<file path="config.mk">
export PLATFORM = sky130hd
export DESIGN_NAME = spi_mem_ctrl
export DESIGN_NICKNAME = d
export VERILOG_FILES = /design/src/rtl/jrb8_spi_pkg.sv /design/src/rtl/spi_shift_reg.sv /design/src/rtl/spi_mem_ctrl.sv
export SDC_FILE = /design/constraint.sdc
export NUM_CORES = 1
export LEC_CHECK = 0
export BUFFER_PORTS_ARGS = -buffer_cell sky130_fd_sc_hd__buf_2
export CAP_MARGIN = 15
export CORE_MARGIN = 5
export CORE_UTILIZATION = 52
export CTS_CLUSTER_SIZE = 40
export DETAILED_ROUTE_END_ITERATION = 12
export GPL_TIMING_DRIVEN = 0
export PLACE_DENSITY = 0.84
export RECOVER_POWER = 100
export SLEW_MARGIN = 20
export SYNTH_ARGS = -nofsm -noshare
export SYNTH_HDL_FRONTEND = slang
export SYNTH_SLANG_ARGS = --single-unit
</file>
<file path="constraint.sdc">
create_clock -name clk -period 1.6 [get_ports clk]
set_input_delay 0.32 -clock clk [delete_from_list [all_inputs] [get_ports clk]]
set_output_delay 0.32 -clock clk [all_outputs]
set_load 0.05 [all_outputs]
</file>
<file path="src/rtl/jrb8_spi_pkg.sv">
// Shared types and constants for the SPI memory controller.
package jrb8_spi_pkg;

  typedef enum logic [1:0] {
    ROM_RD = 2'b00,
    RAM_RD = 2'b01,
    RAM_WR = 2'b10,
    RSVD   = 2'b11
  } spi_op_t;

  typedef enum logic [2:0] {
    IDLE,
    CMD,
    ADDR,
    DATA,
    FINISH,
    RELEASE
  } spi_state_t;

  localparam logic [7:0] SPI_CMD_READ  = 8'h03;
  localparam logic [7:0] SPI_CMD_WRITE = 8'h02;

  // The shifter is sized for the longest frame (ROM read); shorter frames
  // are left-justified so the command byte always leaves first.
  localparam int SHIFT_W        = 40;
  localparam int CMD_BITS       = 8;
  localparam int DATA_BITS      = 8;
  localparam int ROM_ADDR_BITS  = 24;
  localparam int ROM_FRAME_BITS = CMD_BITS + ROM_ADDR_BITS + DATA_BITS;

  // Bit-counter reload value for a field of the given length.
  function automatic logic [5:0] field_last(input int bits);
    return 6'(bits - 1);
  endfunction

endpackage

</file>
<file path="src/rtl/spi_shift_reg.sv">
// MSB-first parallel-load output shifter plus serial-in capture for MISO.
module spi_shift_reg
  import jrb8_spi_pkg::*;
(
  input  logic               clk,
  input  logic               rst_n,
  input  logic               load_i,
  input  logic               shift_i,
  input  logic [SHIFT_W-1:0] load_val_i,
  input  logic               miso_i,
  output logic               mosi_o,
  output logic [7:0]         byte_o
);

  logic [SHIFT_W-1:0] sr_q;
  logic [6:0]         cap_q;

  // Load a whole frame at start, then move one bit out per SCLK period.
  always_ff @(posedge clk or negedge rst_n) begin
    if (!rst_n) begin
      sr_q <= '0;
    end else if (load_i) begin
      sr_q <= load_val_i;
    end else if (shift_i) begin
      sr_q <= {sr_q[SHIFT_W-2:0], 1'b0};
    end
  end

  // Collect MISO on the edges that drop SCLK; only the last seven bits are kept.
  always_ff @(posedge clk or negedge rst_n) begin
    if (!rst_n) begin
      cap_q <= '0;
    end else if (shift_i) begin
      cap_q <= {cap_q[5:0], miso_i};
    end
  end

  assign mosi_o = sr_q[SHIFT_W-1];
  // Byte as it will stand once the current MISO bit is taken in.
  assign byte_o = {cap_q, miso_i};

endmodule

</file>
<file path="src/rtl/spi_mem_ctrl.sv">
// Single-byte SPI transaction engine for serial flash (ROM) and serial RAM.
//
// state   | meaning
// IDLE    | waiting for a request, chip selects high
// CMD     | shifting the 8-bit command
// ADDR    | shifting the address (24 bits ROM, RAM_ADDR_BITS RAM)
// DATA    | shifting write data out or read data in
// FINISH  | CS released, spi_done high until request is dropped
// RELEASE | one idle cycle before a new request is accepted
module spi_mem_ctrl
  import jrb8_spi_pkg::*;
#(
  parameter logic [7:0] ROM_ADDR_HI   = 8'h00,
  parameter int         RAM_ADDR_BITS = 16
) (
  input  logic        clk,
  input  logic        rst_n,
  input  logic        spi_executing,
  input  logic [1:0]  op,
  input  logic [15:0] addr,
  input  logic [7:0]  wdata,
  output logic        spi_done,
  output logic [7:0]  rdata,
  output logic        spi_sclk,
  output logic        spi_mosi,
  input  logic        spi_miso,
  output logic        rom_cs_n,
  output logic        ram_cs_n
);

  spi_state_t state_q;
  spi_op_t    op_q;
  logic [5:0] bit_cnt_q;
  logic       sclk_q;
  logic       rom_cs_n_q;
  logic       ram_cs_n_q;
  logic       done_q;
  logic [7:0] rdata_q;

  spi_op_t                  op_in;
  logic                     start;
  logic                     load_en;
  logic                     shift_en;
  logic [7:0]               cmd_byte;
  logic [7:0]               data_byte;
  logic [RAM_ADDR_BITS-1:0] ram_addr;
  logic [SHIFT_W-1:0]       frame_d;
  logic [7:0]               rx_byte;

  // Start decode and frame image; the frame is loaded on the start edge itself.
  always_comb begin
    op_in     = spi_op_t'(op);
    start     = (state_q == IDLE) && spi_executing && !done_q;
    load_en   = start && (op_in != RSVD);
    shift_en  = ((state_q == CMD) || (state_q == ADDR) || (state_q == DATA)) && sclk_q;
    cmd_byte  = (op_in == RAM_WR) ? SPI_CMD_WRITE : SPI_CMD_READ;
    data_byte = (op_in == RAM_WR) ? wdata : 8'h00;
    ram_addr  = RAM_ADDR_BITS'(addr);
    if (op_in == ROM_RD) begin
      frame_d = {cmd_byte, ROM_ADDR_HI, addr, data_byte};
    end else begin
      frame_d = SHIFT_W'({cmd_byte, ram_addr, data_byte}) << (ROM_ADDR_BITS - RAM_ADDR_BITS);
    end
  end

  spi_shift_reg u_shift (
    .clk        (clk),
    .rst_n      (rst_n),
    .load_i     (load_en),
    .shift_i    (shift_en),
    .load_val_i (frame_d),
    .miso_i     (spi_miso),
    .mosi_o     (spi_mosi),
    .byte_o     (rx_byte)
  );

  // Sequencer: SCLK phase, per-field bit counter, chip selects and handshake.
  always_ff @(posedge clk or negedge rst_n) begin
    if (!rst_n) begin
      state_q    <= IDLE;
      op_q       <= ROM_RD;
      bit_cnt_q  <= '0;
      sclk_q     <= 1'b0;
      rom_cs_n_q <= 1'b1;
      ram_cs_n_q <= 1'b1;
      done_q     <= 1'b0;
      rdata_q    <= 8'h00;
    end else begin
      case (state_q)
        IDLE: begin
          if (start) begin
            op_q <= op_in;
            if (op_in == RSVD) begin
              state_q <= FINISH;
              done_q  <= 1'b1;
            end else begin
              state_q    <= CMD;
              bit_cnt_q  <= field_last(CMD_BITS);
              sclk_q     <= 1'b0;
              rom_cs_n_q <= (op_in != ROM_RD);
              ram_cs_n_q <= (op_in == ROM_RD);
            end
          end
        end
        CMD, ADDR, DATA: begin
          sclk_q <= ~sclk_q;
          // A bit ends on the edge that takes SCLK back low.
          if (sclk_q) begin
            if (bit_cnt_q != 6'd0) begin
              bit_cnt_q <= bit_cnt_q - 6'd1;
            end else begin
              case (state_q)
                CMD: begin
                  state_q   <= ADDR;
                  bit_cnt_q <= (op_q == ROM_RD) ? field_last(ROM_ADDR_BITS)
                                                : field_last(RAM_ADDR_BITS);
                end
                ADDR: begin
                  state_q   <= DATA;
                  bit_cnt_q <= field_last(DATA_BITS);
                end
                default: begin
                  state_q    <= FINISH;
                  rom_cs_n_q <= 1'b1;
                  ram_cs_n_q <= 1'b1;
                  done_q     <= 1'b1;
                  if (op_q != RAM_WR) begin
                    rdata_q <= rx_byte;
                  end
                end
              endcase
            end
          end
        end
        FINISH: begin
          if (!spi_executing) begin
            state_q <= RELEASE;
            done_q  <= 1'b0;
          end
        end
        RELEASE: state_q <= IDLE;
        default: state_q <= IDLE;
      endcase
    end
  end

  assign spi_done = done_q;
  assign rdata    = rdata_q;
  assign spi_sclk = sclk_q;
  assign rom_cs_n = rom_cs_n_q;
  assign ram_cs_n = ram_cs_n_q;

endmodule

</file>
==> impl_results.md, run 1 <==
- Outcome: complete, but fails checks
- Violations in the final reports: setup timing
- Async set-reset flop share out of synthesis: 100.0%
- Standard-cell rows: 29
- Achievable clock frequency: 561.7 MHz
- Fraction of power consumed by combinational cells: 49.0%
- Aggregate global-route resource usage: 21.42%
- Clock-pin slew reported for the worst setup and hold paths after clock tree synthesis: 80 ps
- # nets final: 478
- Data required time at the worst endpoint: 1840 ps
- Post-Synthesis Cells: 361
- Post-detailed-placement half-perimeter wirelength: 5596 um
- CTS tree: done
- Time the worst path needs with I/O delays and setup: 1780 ps
- Yosys warning total: 0
- CP Max Fanout: 5
- I/O pin cnt: 43
- Mean Syn Cell Area: 9.396 um^2
- Area fraction of the dominant cell type after synthesis: 50.17%
- Die ar.: 0.008238 mm^2
- Final Hold Fails: 0
- Sequential fraction of design power: 34.9%
- Antenna Nets Post-Route: 0
- Core region area: 0.006350 mm^2
- Violation count after the first detailed-route iteration: 329
- Critical path data arrival time: 2020 ps
- Vert. Die Dim: 90.77 um
- Master cell of the clock root buffer: sky130_fd_sc_hd__clkbuf_8
- Distinct cell type count after synthesis: 44
- DRC violations left: 0
- Netlist area before placement: 0.003392 mm^2
- Worst skew pair latency: 370 ps
- Cell class contributing the biggest share of worst-path delay: compound AO/OA/AOI/OAI gates
- Weighted congestion reported at the end of routability-driven placement: 0.8851
- CP most frequent cell: sky130_fd_sc_hd__buf_6
- Final instance area: 0.004538 mm^2
- Area of the multi-input gates: 0.001785 mm^2
- RSZ-0062 raised after global routing: true
- Max-slew violation count: 0
- Least setup slack across all paths after layout: -180.3 ps
- Initial Utilization: 53.42%
- Dominant cells by area after synthesis: sky130_fd_sc_hd__dfrtp_1, sky130_fd_sc_hd__nand2_1, sky130_fd_sc_hd__a21oi_1, sky130_fd_sc_hd__mux2_2, sky130_fd_sc_hd__o21ai_0
- Capturing element type of the critical path: flop
- Vias in the first global route: 2988
- Clock network power share: 16.2%
- Fin crit share: 111.3%
- Overall overflow remaining after global route: 0
- Cell types with the highest counts after synthesis: sky130_fd_sc_hd__nand2_1, sky130_fd_sc_hd__dfrtp_1, sky130_fd_sc_hd__a21oi_1, sky130_fd_sc_hd__nor2_1, sky130_fd_sc_hd__o21ai_0
- Power per Cell Area: 1807 mW/mm^2
- Internal Power: 0.004781 W
- Kind of critical path: flop to flop
- Net Count, Synth: 393
- Maximum number of pins on one net before global-route repair: 50
- Slowest cell on the critical path: sky130_fd_sc_hd__dfrtp_2
- Final setup violation count: 51
- Switch share: 41.70%
- Series of cell instances along the critical path: buf_6 > nor3b_4 > a22oi_2 > buf_6 > a221o_1
- Top-count cell post-synth: sky130_fd_sc_hd__nand2_1
- Flip-flop and latch count after synthesis: 70
- Nature of the critical path startpoint: flop
- TritonCTS Sinks: 70
- Worst Tran Pin Value: 601.7 ps
- Total net switching power: 0.003419 W
- Post-synth top flop: sky130_fd_sc_hd__dfrtp_1
- Number of clock buffers inserted by TritonCTS: 9
- First-pass GRT wire length: 14270 um
- WHS: 172.9 ps
- Initial DRT Pass Iterations: 5
- Die span in x: 90.77 um
- Slew margin rel.: 59.74%
- Sum of buffers and inverters on the critical path: 2
- Antenna violations before repair: 0
- P_leak: 2.107 nW
- Drt wl/cell: 18.95 um
- Dominant cell type by area after synthesis: sky130_fd_sc_hd__dfrtp_1
- Portion of the post-synthesis area used by sequential elements: 51.72%
- Area occupied by registers: 0.001759 mm^2
- Port Buffers: 41
- Total cell area at the placement stage: 0.003732 mm^2
- Fraction of final layout cells sized beyond drive strength 1: 39.47%
- Max incr delay on CP: 440 ps
- Worst clock skew: 16.62 ps
- Peak supply drop: 1.195 mV
- Detailed-route wire length: 10010 um
- Post-route core utilization: 71.47%
- Hold WC Path Type: input port to flop
- Layout overhead on the synthesized area: 33.79%
- Via-per-instance ratio: 6.182
- Number of antenna repair diodes: 0
- Filler cell count in the final layout: 422
- H-Tree Depth: 3
- Buffer depth of the longest clock path: 2
- Total of max-cap violations: 0
- Count of vias placed by the detailed router: 3264
- Number of flops mapped to enable cells by yosys: 0
==> worst reg2reg max path, delay by kind of cell, from the launching register on <==
kind	cells	cell delay, ps
AO/OA/AOI/OAI	2	520
flip-flops	1	440
AND/OR/NAND/NOR	1	380
buffers and inverters	2	320
==> sequential cells by signal (all words and copies together), names as in the netlist <==
signal,cells
spi_done,1
bit_cnt_q,6
u_shift.cap_q,7
u_shift.sr_q,40
spi_sclk,1
rdata,8
ram_cs_n,1
rom_cs_n,1
state_q,3
op_q,2
==> power groups by stage <==
stage / logic, W / clock network, W / registers [W]
2_1_floorplan: 0.00181 / 0 / 0.00290
3_3_place_gp: 0.00249 / 0 / 0.00279
3_5_place_dp: 0.00260 / 0 / 0.00281
4_1_cts: 0.00290 / 0.00132 / 0.00278
5_1_grt: 0.00430 / 0.00141 / 0.00291
6_report: 0.00402 / 0.00132 / 0.00286
==> area by class of cell <==
cell class / count / share of cell area (%)
Multi-Input combinational cell: 262 / 39.34
Clock buffer: 11 / 3.116
Sequential cell: 70 / 38.76
Buffer: 21 / 3.667
Clock inverter: 5 / 0.7444
Timing Repair Buffer: 75 / 11.66
Tap cell: 77 / 2.123
Inverter: 7 / 0.5790
==> kinds of logic after synthesis <==
| logic type | after synthesis | synth area share, % |
|---|---|---|
| buffers and inverters | 29 | 3.726 |
| DFF | 70 | 51.72 |
| muxes | 19 | 6.013 |
| xor gates and xnor gates | 2 | 0.5165 |
| and+or+nand+nor | 151 | 20.51 |
| adders and majority gates | 3 | 1.033 |
| AOI/OAI and AO/OA | 87 | 16.49 |
==> cells in the final DEF, fill, tap and decap left out, types with 3 or more instances in the layout <==
cell	Yosys	layout
sky130_fd_sc_hd__buf_2	14	34
sky130_fd_sc_hd__dfrtp_1	68	64
sky130_fd_sc_hd__o31ai_1	4	3
sky130_fd_sc_hd__buf_6	0	14
sky130_fd_sc_hd__clkbuf_2	0	15
sky130_fd_sc_hd__o21ai_0	18	12
sky130_fd_sc_hd__clkbuf_1	8	5
sky130_fd_sc_hd__inv_1	7	6
sky130_fd_sc_hd__dfrtp_2	0	4
sky130_fd_sc_hd__nand4_1	3	3
sky130_fd_sc_hd__a31oi_1	12	10
sky130_fd_sc_hd__buf_8	0	3
sky130_fd_sc_hd__a22oi_2	0	10
sky130_fd_sc_hd__a21oi_2	0	9
sky130_fd_sc_hd__nor2_4	1	11
sky130_fd_sc_hd__clkbuf_8	0	10
sky130_fd_sc_hd__mux2_2	11	10
sky130_fd_sc_hd__mux2i_1	8	8
sky130_fd_sc_hd__a221o_1	8	8
sky130_fd_sc_hd__nand2_1	102	100
sky130_fd_sc_hd__o21ai_2	0	4
sky130_fd_sc_hd__a21oi_1	27	18
sky130_fd_sc_hd__nor3_1	3	3
sky130_fd_sc_hd__buf_4	0	23
sky130_fd_sc_hd__nor2_1	22	14
==> per-stage QoR <==
step,total power [W],setup TNS [ps],cells,setup WS [ps]
after detailed placement,0.005408,-7628,480,-273.4
after CTS,0.007002,-573.3,506,-65.56
after floorplan,0.004705,-146.8,361,-40.48
after global routing,0.008626,-7087,528,-279.3
final,0.008201,-4416,528,-180.3
after global placement,0.005275,-14800,479,-250.8
==> metal layers <==
metal / vias up / routed length (um) / GRT usage (%)
li1: 1434 / - / -
met5: - / 0 / 0
met4: 0 / 238 / 7.568
met2: 212 / 4957 / 34.44
met1: 1587 / 3952 / 26.97
met3: 31 / 859 / 7.000
==> final timing paths <==
kind                       cells past startpoint        startpoint          endpoint  slack, ps
setup reg to reg                               5          spi_done  u_shift.sr_q[21]       -180
setup / recovery                               5          spi_done  u_shift.sr_q[21]       -180
max in group asynchronous                      3             rst_n          rom_cs_n        290
hold / removal                                 3          spi_miso  u_shift.cap_q[0]        170
hold reg to reg                                2  u_shift.cap_q[6]  u_shift.cap_q[6]        480
min in group asynchronous                      2             rst_n          rdata[6]        460
==> timing repair <==
item | CTS | global route
hold buffers | 1 | 0
resized for setup | 19 | 93
endpoints found under the setup margin | 55 | 63
setup buffers | 10 | 16
pin swaps | 7 | 35
hold endpoints to repair | 21 | 0
cloned | 0 | 6
(Power assumes the default switching activity.)
==> inputs of run 2 (changes only) <==
--- a/config.mk
+++ b/config.mk
@@ -12,7 +12,7 @@
 export CTS_CLUSTER_SIZE = 40
 export DETAILED_ROUTE_END_ITERATION = 12
 export GPL_TIMING_DRIVEN = 0
-export PLACE_DENSITY = 0.84
+export PLACE_DENSITY = 0.85
 export RECOVER_POWER = 100
 export SLEW_MARGIN = 20
 export SYNTH_ARGS = -nofsm -noshare
==> impl_results.md, run 2 (synthesis gave the netlist of run 1 again) <==
- Outcome: complete, but fails checks
- Violations in the final reports: setup timing
- Nature of the critical path startpoint: flop
- Post-route core utilization: 66.76% (-4.7 points)
- First-pass GRT wire length: 13280 um (-7.0%)
- Final setup violation count: 23 (-55%)
- Maximum number of pins on one net before global-route repair: 52 (+4.0%)
- Buffer depth of the longest clock path: 2 (unchanged)
- Final cell count without fillers: 510 (-3.4%)
- Worst Tran Pin Value: 571.0 ps (-30.69 ps)
- Overall overflow remaining after global route: 0 (unchanged)
- Via-per-instance ratio: 6.006 (-2.8%)
- Initial DRT Pass Iterations: 7 (+2)
- Hold WC Path Type: input port to flop
- Master cell of the clock root buffer: sky130_fd_sc_hd__clkbuf_8
- Length of routed met3 wiring: 741 um (-14%)
- Worst skew pair latency: 340 ps (-30 ps)
- Post-placement cell count: 480 (unchanged)
- Core region area: 0.006350 mm^2 (unchanged)
- Die span in x: 90.77 um (unchanged)
- Drt wl/cell: 16.94 um (-11%)
- Kind of critical path: flop to flop
- Power per Cell Area: 1786 mW/mm^2 (-1.1%)
- Hold Crit Depth: 3 (unchanged)
- Hold path endpoint: u_shift.cap_q[0]
- Worst clock skew: 8.337 ps (-8.281 ps)
- Max-slew violation count: 0 (unchanged)
- Layout overhead on the synthesized area: 24.97%
- Post-detailed-placement half-perimeter wirelength: 5457 um (-2.5%)
- Filler cell count in the final layout: 453 (+7.3%)
- H-Tree Depth: 3 (unchanged)
- I/O pin cnt: 43 (unchanged)
- Total power: 0.007573 W (-7.7%)
- Total of max-cap violations: 0 (unchanged)
- Number of antenna repair diodes: 0 (unchanged)
- CP Max Fanout: 5 (unchanged)
- Initial Utilization: 53.42% (unchanged)
- Detailed-route wire length: 8639 um (-14%)
- Port Buffers: 41 (unchanged)
- Weighted congestion reported at the end of routability-driven placement: 0.9264 (+4.7%)
- Fin crit share: 105.4% (-5.9 points)
- Max incr delay on CP: 450 ps (about the same)
- M1 wire length: 3557 um (-10%)
- Antenna Nets Post-Route: 0 (unchanged)
- Antenna violations before repair: 0 (unchanged)
- Most common cell after layout, fill and taps aside: sky130_fd_sc_hd__nand2_1
- Reg with most FFs: u_shift.sr_q
- P_leak: 1.994 nW (-5.4%)
- TritonCTS Sinks: 70 (unchanged)
- Number of flip-flops in the largest register: 40 (unchanged)
- Violation count after the first detailed-route iteration: 219 (-33%)
- Data required time at the worst endpoint: 1830 ps (about the same)
- Number of cells traversed by the worst register-to-register path: 4 (-1)
- Vert. Die Dim: 90.77 um (unchanged)
- Capturing element type of the critical path: flop
- Post-Place Worst Slack: -286.4 ps (-12.99 ps)
- Commonest cells after routing, fill and taps aside: sky130_fd_sc_hd__nand2_1, sky130_fd_sc_hd__dfrtp_1, sky130_fd_sc_hd__buf_2
- Slowest cell on the critical path: sky130_fd_sc_hd__dfrtp_1
- Fraction of final layout cells sized beyond drive strength 1: 32.79% (-6.7 points)
- Critical path data arrival time: 1910 ps (-110 ps)
- Met2 WL: 4053 um (-18%)
- Achievable clock frequency: 593.1 MHz (+5.6%)
- DRC violations left: 0 (unchanged)
- Vias in the first global route: 2790 (-6.6%)
- Count of vias placed by the detailed router: 3063 (-6.2%)
- Slew margin rel.: 61.79% (+2.1 points)
- Number of clock buffers inserted by TritonCTS: 9 (unchanged)
- Critical Path Source: state_q[0]
- Die ar.: 0.008238 mm^2 (unchanged)
- Internal reg-to-reg setup slack: -90 ps (+90 ps)
- Hold Startpoint: spi_miso
- Top routing layer in use: met4
- Final Hold Fails: 0 (unchanged)
- RSZ-0062 raised after global routing: true
- Peak supply drop: 0.9314 mV (-22%)
- Standard-cell rows: 29 (unchanged)
- CTS tree: done
- Critical register-to-register path endpoint: bit_cnt_q[1]
- Clock-pin slew reported for the worst setup and hold paths after clock tree synthesis: 70 ps (about the same)
- Time the worst path needs with I/O delays and setup: 1686 ps (-94.39 ps)
- Series of cell instances along the critical path: or2_2 > a31oi_1 > nand4b_1 > mux2_4
- Least setup slack across all paths after layout: -85.96 ps (+94.39 ps)
- # nets final: 462 (-3.3%)
- Aggregate global-route resource usage: 19.86% (-1.6 points)
- Origin of the critical flop-to-flop path: state_q[0]
==> run 2: cell type report <==
type,count,area (um^2),area share [%]
tap,77,96.34,2.273
buffer,21,153.9,3.630
sequential,70,1760,41.53
timing repair buffer,59,354.1,8.353
clock inverter,1,5.005,0.1181
multi-input combinational,262,1674,39.49
inverter,7,26.28,0.6198
clock buffer,13,168.9,3.985
==> run 2: repair_timing <==
item / in CTS / in global routing
cloned: 0 / 2
pin swaps: 4 / 19
buffers inserted: 7 / 7
setup endpoints to repair: 54 / 58
hold buffers: 1 / 0
hold endpoints to repair: 19 / 0
resized for setup: 19 / 52
==> run 2: routing by layer <==
metal  track usage [%]  vias to the layer above
met3             6.250                       30
met1             26.38                     1465
met2             29.42                      171
met4             9.429                        0
met5                 0                        -
li1                  -                     1397
==> run 2: worst max path at each step <==
stage | cells after the start | to | slack, ps
after global routing | 4 | bit_cnt_q[1] | -150
after CTS | 4 | rdata[7] | -40
final | 4 | bit_cnt_q[1] | -90
after detailed placement | 6 | u_shift.sr_q[15] | -290
after floorplan | 4 | state_q[0] | -40
after global placement | 6 | u_shift.sr_q[15] | -260
==> run 2: stage by stage <==
stage / setup TNS [ps] / hold WS [ps] / area (um^2)
2_1_floorplan: -146.8 / 24.41 / 3401
3_3_place_gp: -15790 / 458.2 / 3702
3_5_place_dp: -9308 / 225.1 / 3732
4_1_cts: -457.0 / 190.4 / 4043
5_1_grt: -3655 / 180.5 / 4239
6_report: -925.0 / 195.9 / 4239
==> run 2: worst max-delay path, delay by kind of cell (launching register included) <==
kind	cells	cell delay (ps)
multiplexers	1	320
AO/OA/AOI/OAI	1	220
flip-flops	1	450
AND/OR/NAND/NOR	2	590
==> run 2: power breakdown <==
part           internal [W]  switching (W)
combinational       0.00147        0.00195
clock              0.000671       0.000623
sequential          0.00239       0.000469
